$ cat config.mk
export PLATFORM = sky130hd
export DESIGN_NAME = bcd_convert_scheduler_flat
export DESIGN_NICKNAME = d
export VERILOG_FILES = /design/src/rtl/bcd_sched_pkg.sv /design/src/rtl/bcd_convert_scheduler_if.sv /design/src/rtl/bcd_dabble_core.sv /design/src/rtl/bcd_convert_scheduler.sv /design/src/flat_wrapper.sv
export SDC_FILE = /design/constraint.sdc
export NUM_CORES = 1
export LEC_CHECK = 0
export CAP_MARGIN = 20
export CORE_AREA = 2 2 78 80
export CTS_BUF_LIST = sky130_fd_sc_hd__clkbuf_8
export DETAILED_ROUTE_END_ITERATION = 16
export DIE_AREA = 0 0 80 82
export GPL_ROUTABILITY_DRIVEN = 0
export HOLD_SLACK_MARGIN = 0.02
export PLACE_DENSITY = 0.83
export SETUP_SLACK_MARGIN = 0.05
export SLEW_MARGIN = 5
export SYNTH_ARGS = -nofsm -noshare
export SYNTH_HDL_FRONTEND = slang
export SYNTH_HIERARCHICAL = 1
export SYNTH_SLANG_ARGS = --single-unit
$ cat constraint.sdc
create_clock -name clk -period 5.4 [get_ports clk]
set_input_delay 1.08 -clock clk [delete_from_list [all_inputs] [get_ports clk]]
set_output_delay 1.08 -clock clk [all_outputs]
set_load 0.02 [all_outputs]
$ cat src/rtl/bcd_sched_pkg.sv
// rtl/bcd_sched_pkg.sv - shared states, default sizes and the double-dabble digit adjust
package bcd_sched_pkg;

  localparam int N_REQ_DEF  = 4;
  localparam int BIN_W_DEF  = 12;
  localparam int DIGITS_DEF = 4;

  typedef enum logic [1:0] {
    IDLE  = 2'd0,
    SHIFT = 2'd1,
    DONE  = 2'd2
  } state_e;

  function automatic logic [3:0] add3(input logic [3:0] d);
    return (d >= 4'd5) ? d + 4'd3 : d;
  endfunction

endpackage

$ cat src/rtl/bcd_convert_scheduler_if.sv
// rtl/bcd_convert_scheduler_if.sv - requester-side bus of the shared BCD conversion scheduler
interface bcd_convert_scheduler_if #(
  parameter int N_REQ  = 4,
  parameter int BIN_W  = 12,
  parameter int DIGITS = 4
);
  localparam int IDW = $clog2(N_REQ);

  logic [N_REQ-1:0]       req;
  logic [N_REQ*BIN_W-1:0] bin_in;
  logic                   busy;
  logic [IDW-1:0]         grant_id;
  logic                   done;
  logic [IDW-1:0]         done_id;
  logic [4*DIGITS-1:0]    bcd_out;

  modport master (output req, bin_in, input busy, grant_id, done, done_id, bcd_out);
  modport slave  (input req, bin_in, output busy, grant_id, done, done_id, bcd_out);
endinterface

$ cat src/rtl/bcd_dabble_core.sv
// rtl/bcd_dabble_core.sv - shift-and-add-3 engine holding the BCD and binary shift registers
module bcd_dabble_core
  import bcd_sched_pkg::*;
#(
  parameter int BIN_W  = BIN_W_DEF,
  parameter int DIGITS = DIGITS_DEF
) (
  input  logic                clk,
  input  logic                reset,
  input  logic                load,
  input  logic                shift_en,
  input  logic [BIN_W-1:0]    bin,
  output logic [4*DIGITS-1:0] bcd
);

  logic [4*DIGITS-1:0] bcd_q;
  logic [4*DIGITS-1:0] adj;
  logic [BIN_W-1:0]    bin_q;

  always_comb begin
    adj = '0;
    for (int k = 0; k < DIGITS; k++) begin
      adj[4*k +: 4] = add3(bcd_q[4*k +: 4]);
    end
  end

  // bcd is the value the register takes on a shift edge, so the finished result
  // can be captured on the same edge as the last shift.
  assign bcd = {adj[4*DIGITS-2:0], bin_q[BIN_W-1]};

  always_ff @(posedge clk) begin
    if (reset) begin
      bcd_q <= '0;
      bin_q <= '0;
    end else if (load) begin
      bcd_q <= '0;
      bin_q <= bin;
    end else if (shift_en) begin
      bcd_q <= bcd;
      bin_q <= {bin_q[BIN_W-2:0], 1'b0};
    end
  end

endmodule

$ cat src/rtl/bcd_convert_scheduler.sv
// rtl/bcd_convert_scheduler.sv - round-robin arbiter sharing one binary-to-BCD engine
// Optional per-requester result bank: BCD_SCHED_CACHE_EN.
module bcd_convert_scheduler
  import bcd_sched_pkg::*;
#(
  parameter int N_REQ  = N_REQ_DEF,
  parameter int BIN_W  = BIN_W_DEF,
  parameter int DIGITS = DIGITS_DEF
) (
  input  logic                      clk,
  input  logic                      reset,
  bcd_convert_scheduler_if.slave    bus
`ifdef BCD_SCHED_CACHE_EN
  ,
  output logic [N_REQ*4*DIGITS-1:0] result_cache
`endif
);

  localparam int IDW = $clog2(N_REQ);
  localparam int CW  = $clog2(BIN_W);
  localparam int BW  = 4 * DIGITS;
  localparam logic [IDW-1:0] LAST_RST = IDW'(N_REQ - 1);
  localparam logic [CW-1:0]  CNT_LAST = CW'(BIN_W - 1);
  localparam logic [1:0] ST_IDLE  = IDLE;
  localparam logic [1:0] ST_SHIFT = SHIFT;
  localparam logic [1:0] ST_DONE  = DONE;

  logic [1:0]     state_q, state_d;
  logic [CW-1:0]  cnt_q, cnt_d;
  logic [IDW-1:0] grant_q, grant_d, last_q, last_d, done_id_q, done_id_d;
  logic           busy_q, busy_d, done_q, done_d;
  logic [BW-1:0]  bcd_out_q, bcd_out_d;
  logic [BW-1:0]  core_bcd;
  logic [IDW-1:0] win;
  logic           found;
  int             idx;

  // First set request at or after last_q+1, wrapping.
  always_comb begin
    found = 1'b0;
    win   = last_q;
    idx   = 0;
    for (int k = 1; k <= N_REQ; k++) begin
      idx = int'(last_q) + k;
      if (idx >= N_REQ) idx = idx - N_REQ;
      if (!found && bus.req[idx[IDW-1:0]]) begin
        found = 1'b1;
        win   = idx[IDW-1:0];
      end
    end
  end

  bcd_dabble_core #(.BIN_W(BIN_W), .DIGITS(DIGITS)) u_core (
    .clk      (clk),
    .reset    (reset),
    .load     (state_q == ST_IDLE && found),
    .shift_en (state_q == ST_SHIFT),
    .bin      (bus.bin_in[win*BIN_W +: BIN_W]),
    .bcd      (core_bcd)
  );

  always_comb begin
    state_d   = state_q;
    cnt_d     = cnt_q;
    grant_d   = grant_q;
    last_d    = last_q;
    busy_d    = busy_q;
    done_d    = done_q;
    done_id_d = done_id_q;
    bcd_out_d = bcd_out_q;
    case (state_q)
      ST_IDLE: begin
        if (found) begin
          state_d = ST_SHIFT;
          cnt_d   = '0;
          grant_d = win;
          last_d  = win;
          busy_d  = 1'b1;
        end
      end
      ST_SHIFT: begin
        cnt_d = cnt_q + 1'b1;
        if (cnt_q == CNT_LAST) begin
          state_d   = ST_DONE;
          done_d    = 1'b1;
          done_id_d = grant_q;
          bcd_out_d = core_bcd;
        end
      end
      ST_DONE: begin
        state_d = ST_IDLE;
        done_d  = 1'b0;
        busy_d  = 1'b0;
      end
      default: begin
        state_d = ST_IDLE;
        done_d  = 1'b0;
        busy_d  = 1'b0;
      end
    endcase
  end

  always_ff @(posedge clk) begin
    if (reset) begin
      state_q   <= ST_IDLE;
      cnt_q     <= '0;
      grant_q   <= '0;
      last_q    <= LAST_RST;
      busy_q    <= 1'b0;
      done_q    <= 1'b0;
      done_id_q <= '0;
      bcd_out_q <= '0;
    end else begin
      state_q   <= state_d;
      cnt_q     <= cnt_d;
      grant_q   <= grant_d;
      last_q    <= last_d;
      busy_q    <= busy_d;
      done_q    <= done_d;
      done_id_q <= done_id_d;
      bcd_out_q <= bcd_out_d;
    end
  end

  assign bus.busy     = busy_q;
  assign bus.grant_id = grant_q;
  assign bus.done     = done_q;
  assign bus.done_id  = done_id_q;
  assign bus.bcd_out  = bcd_out_q;

`ifdef BCD_SCHED_CACHE_EN
  logic [N_REQ*BW-1:0] cache_q;

  always_ff @(posedge clk) begin
    if (reset) begin
      cache_q <= '0;
    end else if (state_q == ST_DONE) begin
      cache_q[done_id_q*BW +: BW] <= bcd_out_q;
    end
  end

  assign result_cache = cache_q;
`endif

endmodule

$ cat src/flat_wrapper.sv
// flat-port wrapper written by rule: the top's interface ports become plain ports
module bcd_convert_scheduler_flat import bcd_sched_pkg::*;
#(
  parameter int N_REQ  = N_REQ_DEF,
  parameter int BIN_W  = BIN_W_DEF,
  parameter int DIGITS = DIGITS_DEF
)
  (clk, reset, bus_req, bus_bin_in, bus_busy, bus_grant_id, bus_done, bus_done_id, bus_bcd_out);
  bcd_convert_scheduler_if #(.N_REQ(N_REQ), .BIN_W(BIN_W), .DIGITS(DIGITS)) bus_i ();
  input  logic clk;
  input  logic reset;
  input wire logic [$bits(bus_i.req)-1:0] bus_req;
  input wire logic [$bits(bus_i.bin_in)-1:0] bus_bin_in;
  output wire logic [$bits(bus_i.busy)-1:0] bus_busy;
  output wire logic [$bits(bus_i.grant_id)-1:0] bus_grant_id;
  output wire logic [$bits(bus_i.done)-1:0] bus_done;
  output wire logic [$bits(bus_i.done_id)-1:0] bus_done_id;
  output wire logic [$bits(bus_i.bcd_out)-1:0] bus_bcd_out;
  assign bus_i.req = bus_req;
  assign bus_i.bin_in = bus_bin_in;
  assign bus_busy = bus_i.busy;
  assign bus_grant_id = bus_i.grant_id;
  assign bus_done = bus_i.done;
  assign bus_done_id = bus_i.done_id;
  assign bus_bcd_out = bus_i.bcd_out;
  bcd_convert_scheduler #(.N_REQ(N_REQ), .BIN_W(BIN_W), .DIGITS(DIGITS)) u_core (.clk(clk), .reset(reset), .bus(bus_i));
endmodule
After elaboration in Yosys (flattened, before gate mapping) --
Cells that the tools add are included. W data, S select, Z words.
Storage, ports and cells: flip-flop bits (word level) 58, input bits 54, output and inout port bits 22, logic and storage cells 95
Cells by class: add/sub/neg operators 13, multiply operators 1, order comparisons 12, eq/ne operators 4, shift-type cells 1, mux-type cells 35, bitwise logic cells 2, reductions and logical operators 17
Operators by type and width (number):
- $shiftx A48 B7 Y12 | 1
- $mux W12 | 2
- $ge A4 B3 Y1 const B | 5
- $mux W2 | 10
- $mux W4 | 4
- $add A4 B2 Y4 const B | 3
- $lt A2 B3 Y1 const B | 4
- $reduce_and A2 Y1 | 6
- $mux W1 | 10
- $ge A3 B3 Y1 const B | 3
- $bmux W1 S2 | 4
- $pmux W4 S2 | 1
- $sub A2 B1 Y2 const B | 4
- $add A2 B2 Y3 const B | 2
- $add A2 B3 Y4 const B | 1
- $add A4 B1 Y4 const B | 1
- $eq A4 B4 Y1 const B | 1
- $logic_and A1 B1 Y1 | 4
- $mul A2 B2 Y4 const B | 1
- $ne A2 B1 Y1 const B | 2
- $pmux W1 S2 | 2
- $pmux W2 S2 | 1
- $reduce_bool A2 Y1 | 2
- $add A2 B1 Y3 const B | 1
- other kinds (7) | 10

Depth between registers and ports, before layout --
Gate-level depths: netlist (run 1).
depth after elaboration 18, gate-level depth with buffers 8, mapped depth without buffers 8

Hierarchy --
Netlist (run 1), hierarchy kept.
By module, submodules not included:
- bcd_dabble_core | instances 1, cells an instance 199, area each 1570.3 µm², seq. area each 560.5 µm²
- bcd_convert_scheduler | instances 1, cells an instance 157, area each 1477.7 µm², seq. area each 600.6 µm²

Worst setup path before layout (run 1) --
Ideal clock, no wire load.
kind input port to flip-flop, start point in bus_req[2], end point reg u_core.u_core.bcd_q[13], setup time 0.095 ns, arrival 2.571 ns, required time 5.305 ns, path slack 2.734 ns, stages on the path 7, buffers on the path 2, cells stage by stage nor4_1 -> nor3_2 -> buf_6 -> or2_1 -> buf_6 -> or4_1 -> o311ai_1
On the way: cells in the longest elaborated chain, start to end 14, elaborated cells on any way between the ends 20, those cells by class 12 x mux; 8 x reduce/logical
RTL lines:
- from (decl) | RTL line flat_wrapper.sv:12 | input wire logic [$bits(bus_i.req)-1:0] bus_req;
- $bmux W1 S2 | RTL line bcd_convert_scheduler.sv:46 | if (!found && bus.req[idx[IDW-1:0]]) begin
- $mux W1 (not written as such) | RTL line bcd_convert_scheduler.sv:46
- $mux W1 | RTL line bcd_convert_scheduler.sv:46
- $logic_not A1 Y1 | RTL line bcd_convert_scheduler.sv:46
- $logic_and A1 B1 Y1 | RTL line bcd_convert_scheduler.sv:46
- $mux W1 | RTL line bcd_convert_scheduler.sv:46
- $logic_not A1 Y1 | RTL line bcd_convert_scheduler.sv:46
- $logic_and A1 B1 Y1 | RTL line bcd_convert_scheduler.sv:46
- $mux W1 | RTL line bcd_convert_scheduler.sv:46
- $logic_not A1 Y1 | RTL line bcd_convert_scheduler.sv:46
- $logic_and A1 B1 Y1 | RTL line bcd_convert_scheduler.sv:46
- $mux W1 * | RTL line bcd_convert_scheduler.sv:46
- $logic_and A1 B1 Y1 * | RTL line bcd_convert_scheduler.sv:56 | .load (state_q == ST_IDLE && found),
- $reduce_or A2 Y1 (no line) *
- to (signal assigned) | RTL line bcd_dabble_core.sv:33 | bcd_q <= '0;
- to (signal assigned) | RTL line bcd_dabble_core.sv:36 | bcd_q <= '0;
- to (signal assigned) | RTL line bcd_dabble_core.sv:39 | bcd_q <= bcd;
- to (decl) | RTL line bcd_dabble_core.sv:16 | logic [4*DIGITS-1:0] bcd_q;
Mark *: on every way between the ends. The rest lies on a longest branch, timed or not. The select of a mux whose other input is x is not followed. A chain may end at the register's enable or synchronous reset.

Final worst setup path (run 1) --
Ends and elaborated chain as after synthesis.

==> impl_metrics.toml, run 1 <==
[pwr]
power_density_mw_per_mm2 = 287
p_leak_uw = 0.00155
vdd_drop_max_mv = 0.167

[route]
finalWirelength_um = 6700
drcViolationCount = 0
ant_nets = 0
viasPerCell = 5.45
via_count = 2754
wire_per_inst_um = 13.3
drt_first_pass_iters = 4
drtIter0Drc = 153

[floorplan]
initial_core_util_pct = 53.0
die_h_um = 82
std_cell_rows = 28
die_area_mm2 = 0.00656
io_pins = 76
die_w_um = 80
core_mm2 = 0.00575

[timing]
setup-violations-final = 0
drv_slew = 0
skew_ns = 0.00906
rsz0062_at_grt = "false"
tns_ns = 0
period_share_pct = 61.2
min_period_ns = 3.31
hold_viol = 0
fmax_mhz = 303
worst_pin_slew_ns = 1.02
slew_headroom_pct = 31.6

[synthesis]
synth_warnings = 6
syn-mean-instance-area_um2 = 8.56
synth-seq-cells = 58
synth_edf_count = 0
syn_inst = 356
post_synth_num_cell_types = 46
synth_async_sr_flop_share_pct = 0
yosysMostFrequentCell = "dfxtp_1"
ys.flop_type = "dfxtp_1"
synth_top_area_share_pct = 38.1
syn-cell-area_mm2 = 0.00305
yosys-top-cells-area = "dfxtp_1 (38%), mux4_2 (8.9%), a21oi_1 (7.4%), nand2_1 (6.8%), nor2_1 (5.8%)"
synthTopCellsByCount = "dfxtp_1 (58), nand2_1 (55), nor2_1 (47)"
yosysSeqAreaShare_pct = 38.1
synth_fp_nets = 419
synth_top_cell_by_area = "dfxtp_1"

[cts]
postCtsResizedCells = 0
cts_num_sinks = 58
clk-insertion-delay-late_ns = 0.34
cts_buffer_depth = 2
cts-htree-levels = 3
clkTransAtPathRegs_ns = 0.06
numCtsBuffers = 9
clockRootBuffer = "clkbuf_8"
cts_tree = "done"
post_cts_buffers = 0
hold_buffers = 0

[critical_path]
criticalPathCategory = "in2reg"
ff2ff_path_depth = 4
r2r_end = "u_core/u_core/bcd_q[13]"
cpPeakStageDelay_ns = 0.60
arrival_ns = 3.54
critPathCapture = "u_core/u_core/bcd_q[13]"
crit_slowest_cell = "nor4_1"
reg2reg_from = "u_core/state_q[0]"
path_max_fanout = 34
cp_data_required_time_ns = 5.64
cp-start-kind = "input port"
cp-end-kind = "flop"
rrSetupSlack_ns = 2.64
startpoint = "bus_req[2]"
worstPathCellList = "clkdlybuf4s50_1 -> nor4_1 -> nor3_4 -> buf_4 -> or2_1 -> or4_1 -> o311ai_1"

[global_route]
antenna_found_initial = 0
grtUsageTotal_pct = 21.8
overflow = 0
grt_pass1_wl_um = 11000
grt_pass1_vias = 2555
grt_max_degree = 44

[placed_design]
portBuffers = 75
dp_hpwl_um = 4740

[layout]
final_nets = 488
area_growth_syn_to_layout_pct = 34.0
final_util_pct = 71.1
diodes = 0
layout-drive-gt1-share_pct = 9.30

[job]
cap_violations = 0

[run_status]
outcome = "complete, no violations"

[worst_hold_path]
min_from = "u_core/bus.bcd_out[8]"
timing.hold.worst.class = "reg2reg"
-- cell families (layout without fill, tap and decap cells) --
family,Yosys count,after routing,synth area share (%)
buf+inv,31,105,5.01
xor+xnor,5,5,1.44
flops,58,58,38.1
mux,28,28,14.1
compound gates,83,83,16.3
fa+ha+maj,9,9,3.69
simple gates,142,142,21.3
-- worst max-delay path, delay by kind of cell --
kind	cells	cell delay [ns]
AOI/OAI and AO/OA	1	0.10
buffers and inverters	2	0.73
and+or+nand+nor	4	1.62
-- where the power goes --
part | internal (uW) | switching (uW)
Clock | 363 | 171
Combinational | 102 | 77.5
Sequential | 446 | 14.1
-- area by class of cell --
cell class / instances / area (um^2)
tap: 75 / 93.8
multi-input combinational: 267 / 1750
inverter: 11 / 41.3
fill: 450 / 1660
clock buffer: 10 / 138
sequential: 58 / 1160
clock inverter: 6 / 129
timing repair buffer: 78 / 773
-- per-stage QoR --
stage               power, uW  hold slack (ns)  instance area [um^2]  cells  setup slack, ns
detailed placement        648            0.447                  3810    488             1.80
finish                   1170            0.452                  4080    505             2.09
floorplan                 588            0.466                  3050    356             2.73
global placement          644            0.442                  3810    488             1.88
global route             1220            0.474                  4080    505             2.00
CTS                      1190            0.456                  4080    504             2.16
-- how the worst min path moves through the flow --
stage	to	slack (ns)	cells after the start
finish	u_core/bus.bcd_out[8]	0.45	2
global route	u_core/bus.bcd_out[3]	0.47	2
CTS	u_core/bus.bcd_out[4]	0.46	2
floorplan	u_core/cnt_q[0]	0.47	1
detailed placement	u_core/bus.bcd_out[4]	0.45	2
global placement	u_core/bus.bcd_out[9]	0.44	2
-- placed cells by master, fill, tap and decap left out, types with 4 or more instances in the layout --
cell / n
clkbuf_8: 10
nor3_1: 10
a21oi_1: 45
nor2_1: 47
bufinv_16: 4
mux2i_1: 16
a311oi_1: 4
a21o_1: 4
inv_1: 11
nor2b_1: 4
clkdlybuf4s50_1: 75
o21ai_0: 10
mux4_2: 12
xnor2_1: 4
nand2b_1: 8
nand2_1: 55
ha_1: 9
dfxtp_1: 58
-- state kept, by name, summed over array words and instances, names as in the netlist --
signal / flops
u_core/last_q: 2
u_core/state_q: 2
u_core/bus.bcd_out: 16
u_core/bus.busy: 1
u_core/bus.done_id: 2
u_core/u_core/bcd_q: 16
u_core/cnt_q: 4
u_core/bus.done: 1
u_core/bus.grant_id: 2
u_core/u_core/bin_q: 12
-- routing by layer --
metal	vias up	part of all wire, %	global-route usage, %
met5	-	0	0
met3	6	6.5	7.80
met1	1279	43	24.8
li1	1386	-	-
met2	83	50	38.1
met4	0	1.0	7.29
No activity file was read; power rests on OpenSTA's default activity.
==> run 2: changes to the inputs <==
Settings changed: CORE_AREA 2 2 78 80 to 2 2 85 87, DIE_AREA 0 0 80 82 to 0 0 87 89, PLACE_DENSITY 0.83 to 0.74.
Clock period 5.4 ns to 2.95 ns, I/O delays scaled along.
==> impl_metrics.toml, run 2 (same netlist as run 1, synthesis figures left out) <==
[cts]
clk-insertion-delay-late_ns = 0.33
cts_buffer_depth = 2
clockRootBuffer = "clkbuf_8"
numCtsBuffers = 9
cts-htree-levels = 3
cts_num_sinks = 58
post_cts_buffers = 0
clkTransAtPathRegs_ns = 0.06
cts_tree = "done"
hold_buffers = 0
postCtsResizedCells = 0

[timing]
fmax_mhz = 423
skew_ns = 0.00791
drv_slew = 0
holdWs_ns = 0.454
slew_headroom_pct = 47.7
min_period_ns = 2.36
hold_viol = 0
rsz0062_at_grt = "false"
tns_ns = 0
setup_ws_ns = 0.588
worst_pin_slew_ns = 0.784
setup-violations-final = 0
period_share_pct = 80.1

[global_route]
grt_pass1_wl_um = 10800
grt_pass1_vias = 2464
grtUsageTotal_pct = 17.8
overflow = 0
antenna_found_initial = 0
grt_max_degree = 44

[pwr]
p_seq_share_pct = 44.5
switching_share_pct = 25.2
power_density_mw_per_mm2 = 466
p_leak_uw = 0.00154
clkPwrFrac_pct = 37.8
switchingPower_uw = 477
pwr-share-comb_pct = 17.7
vdd_drop_max_mv = 0.253
p_int_uw = 1420

[floorplan]
die_w_um = 87
core_mm2 = 0.00672
std_cell_rows = 30
die_area_mm2 = 0.00774
die_h_um = 89
initial_core_util_pct = 45.4
io_pins = 76

[route]
drcViolationCount = 0
viasPerCell = 5.35
ant_nets = 0
finalWirelength_um = 6750
via_count = 2754
drt_first_pass_iters = 4
drtIter0Drc = 141
wire_per_inst_um = 13.1

[job]
cap_violations = 0

[layout]
final_nets = 493
final_common_cell = "clkdlybuf4s50_1"
layout-drive-gt1-share_pct = 10.3
register_area_mm2 = 0.00116
final_cell_mix = "clkdlybuf4s50_1 (75), dfxtp_1 (58), nand2_1 (55)"
fillers = 583
diodes = 0
area_growth_syn_to_layout_pct = 33.1
multiInputGateArea_mm2 = 0.00175

[critical_path]
path_max_fanout = 12
cp-start-kind = "input port"
arrival_ns = 2.56
startpoint = "bus_req[0]"
criticalPathCategory = "in2reg"
cp_data_required_time_ns = 3.15
reg2reg_from = "u_core/last_q[0]"
cp-end-kind = "flop"

[placed_design]
pre_cts_ws_ns = 0.228
portBuffers = 75
dp_hpwl_um = 4910

[worst_hold_path]
min_from = "u_core/bus.bcd_out[7]"
timing.hold.worst.class = "reg2reg"

[run_status]
outcome = "complete, no violations"
[run 2: cell count changes in the layout (fill, tap and decap cells not counted), sizes merged]
cell,previous run,this run
clkinv,2,5
bufinv,4,1
buf,3,8
[run 2: per-stage QoR]
stage / power [uW] / utilization [%] / cells / area (um^2)
4_1_cts: 1910 / 60.4 / 515 / 4060
2_1_floorplan: 1080 / - / 356 / 3050
5_1_grt: 1980 / 60.4 / 515 / 4060
3_5_place_dp: 1200 / 57.5 / 499 / 3860
3_3_place_gp: 1190 / 57.5 / 499 / 3860
6_report: 1890 / 60.4 / 515 / 4060
[run 2: worst paths after layout]
path                                 end  slack [ns]  depth (start not counted)
setup reg to reg  u_core/u_core/bin_q[3]        1.00                          7
hold / removal     u_core/bus.bcd_out[7]        0.45                          2
setup / recovery  u_core/u_core/bin_q[3]        0.59                          8
hold reg to reg    u_core/bus.bcd_out[7]        0.45                          2
[run 2: worst max-delay path, stage by stage]
cell             delay, ns
clkdlybuf4s50_1       0.56
nand2b_1              0.16
a21boi_2              0.08
nor3_4                0.15
buf_4                 0.26
mux4_2                0.53
a21oi_1               0.18
nor2_1                0.06
[run 2: power by group through the flow]
stage	Sequential (uW)	Clock [uW]	Combinational, uW
final	842	715	335
after global routing	846	770	367
after CTS	842	730	337
after detailed placement	859	0	336
after global placement	859	0	329
after floorplan	856	0	220
[run 2: final cells by class]
| cell class | count | share of cell area [%] |
|---|---|---|
| inverters | 11 | 1.02 |
| clock buffers | 10 | 3.39 |
| clock inverters | 6 | 1.42 |
| repair buffers | 83 | 20.0 |
| multi-input cells | 267 | 43.1 |
| flip-flops and latches | 58 | 28.6 |
| well taps | 80 | 2.47 |
[run 2: metal layers]
layer  global-route usage (%)  up-vias  routed length, um
met5                        0        -                  0
met4                     5.82        0                 82
met3                     5.26        8                425
met2                     30.7       90               3250
met1                     21.2     1260               3000
li1                         -     1396                  -
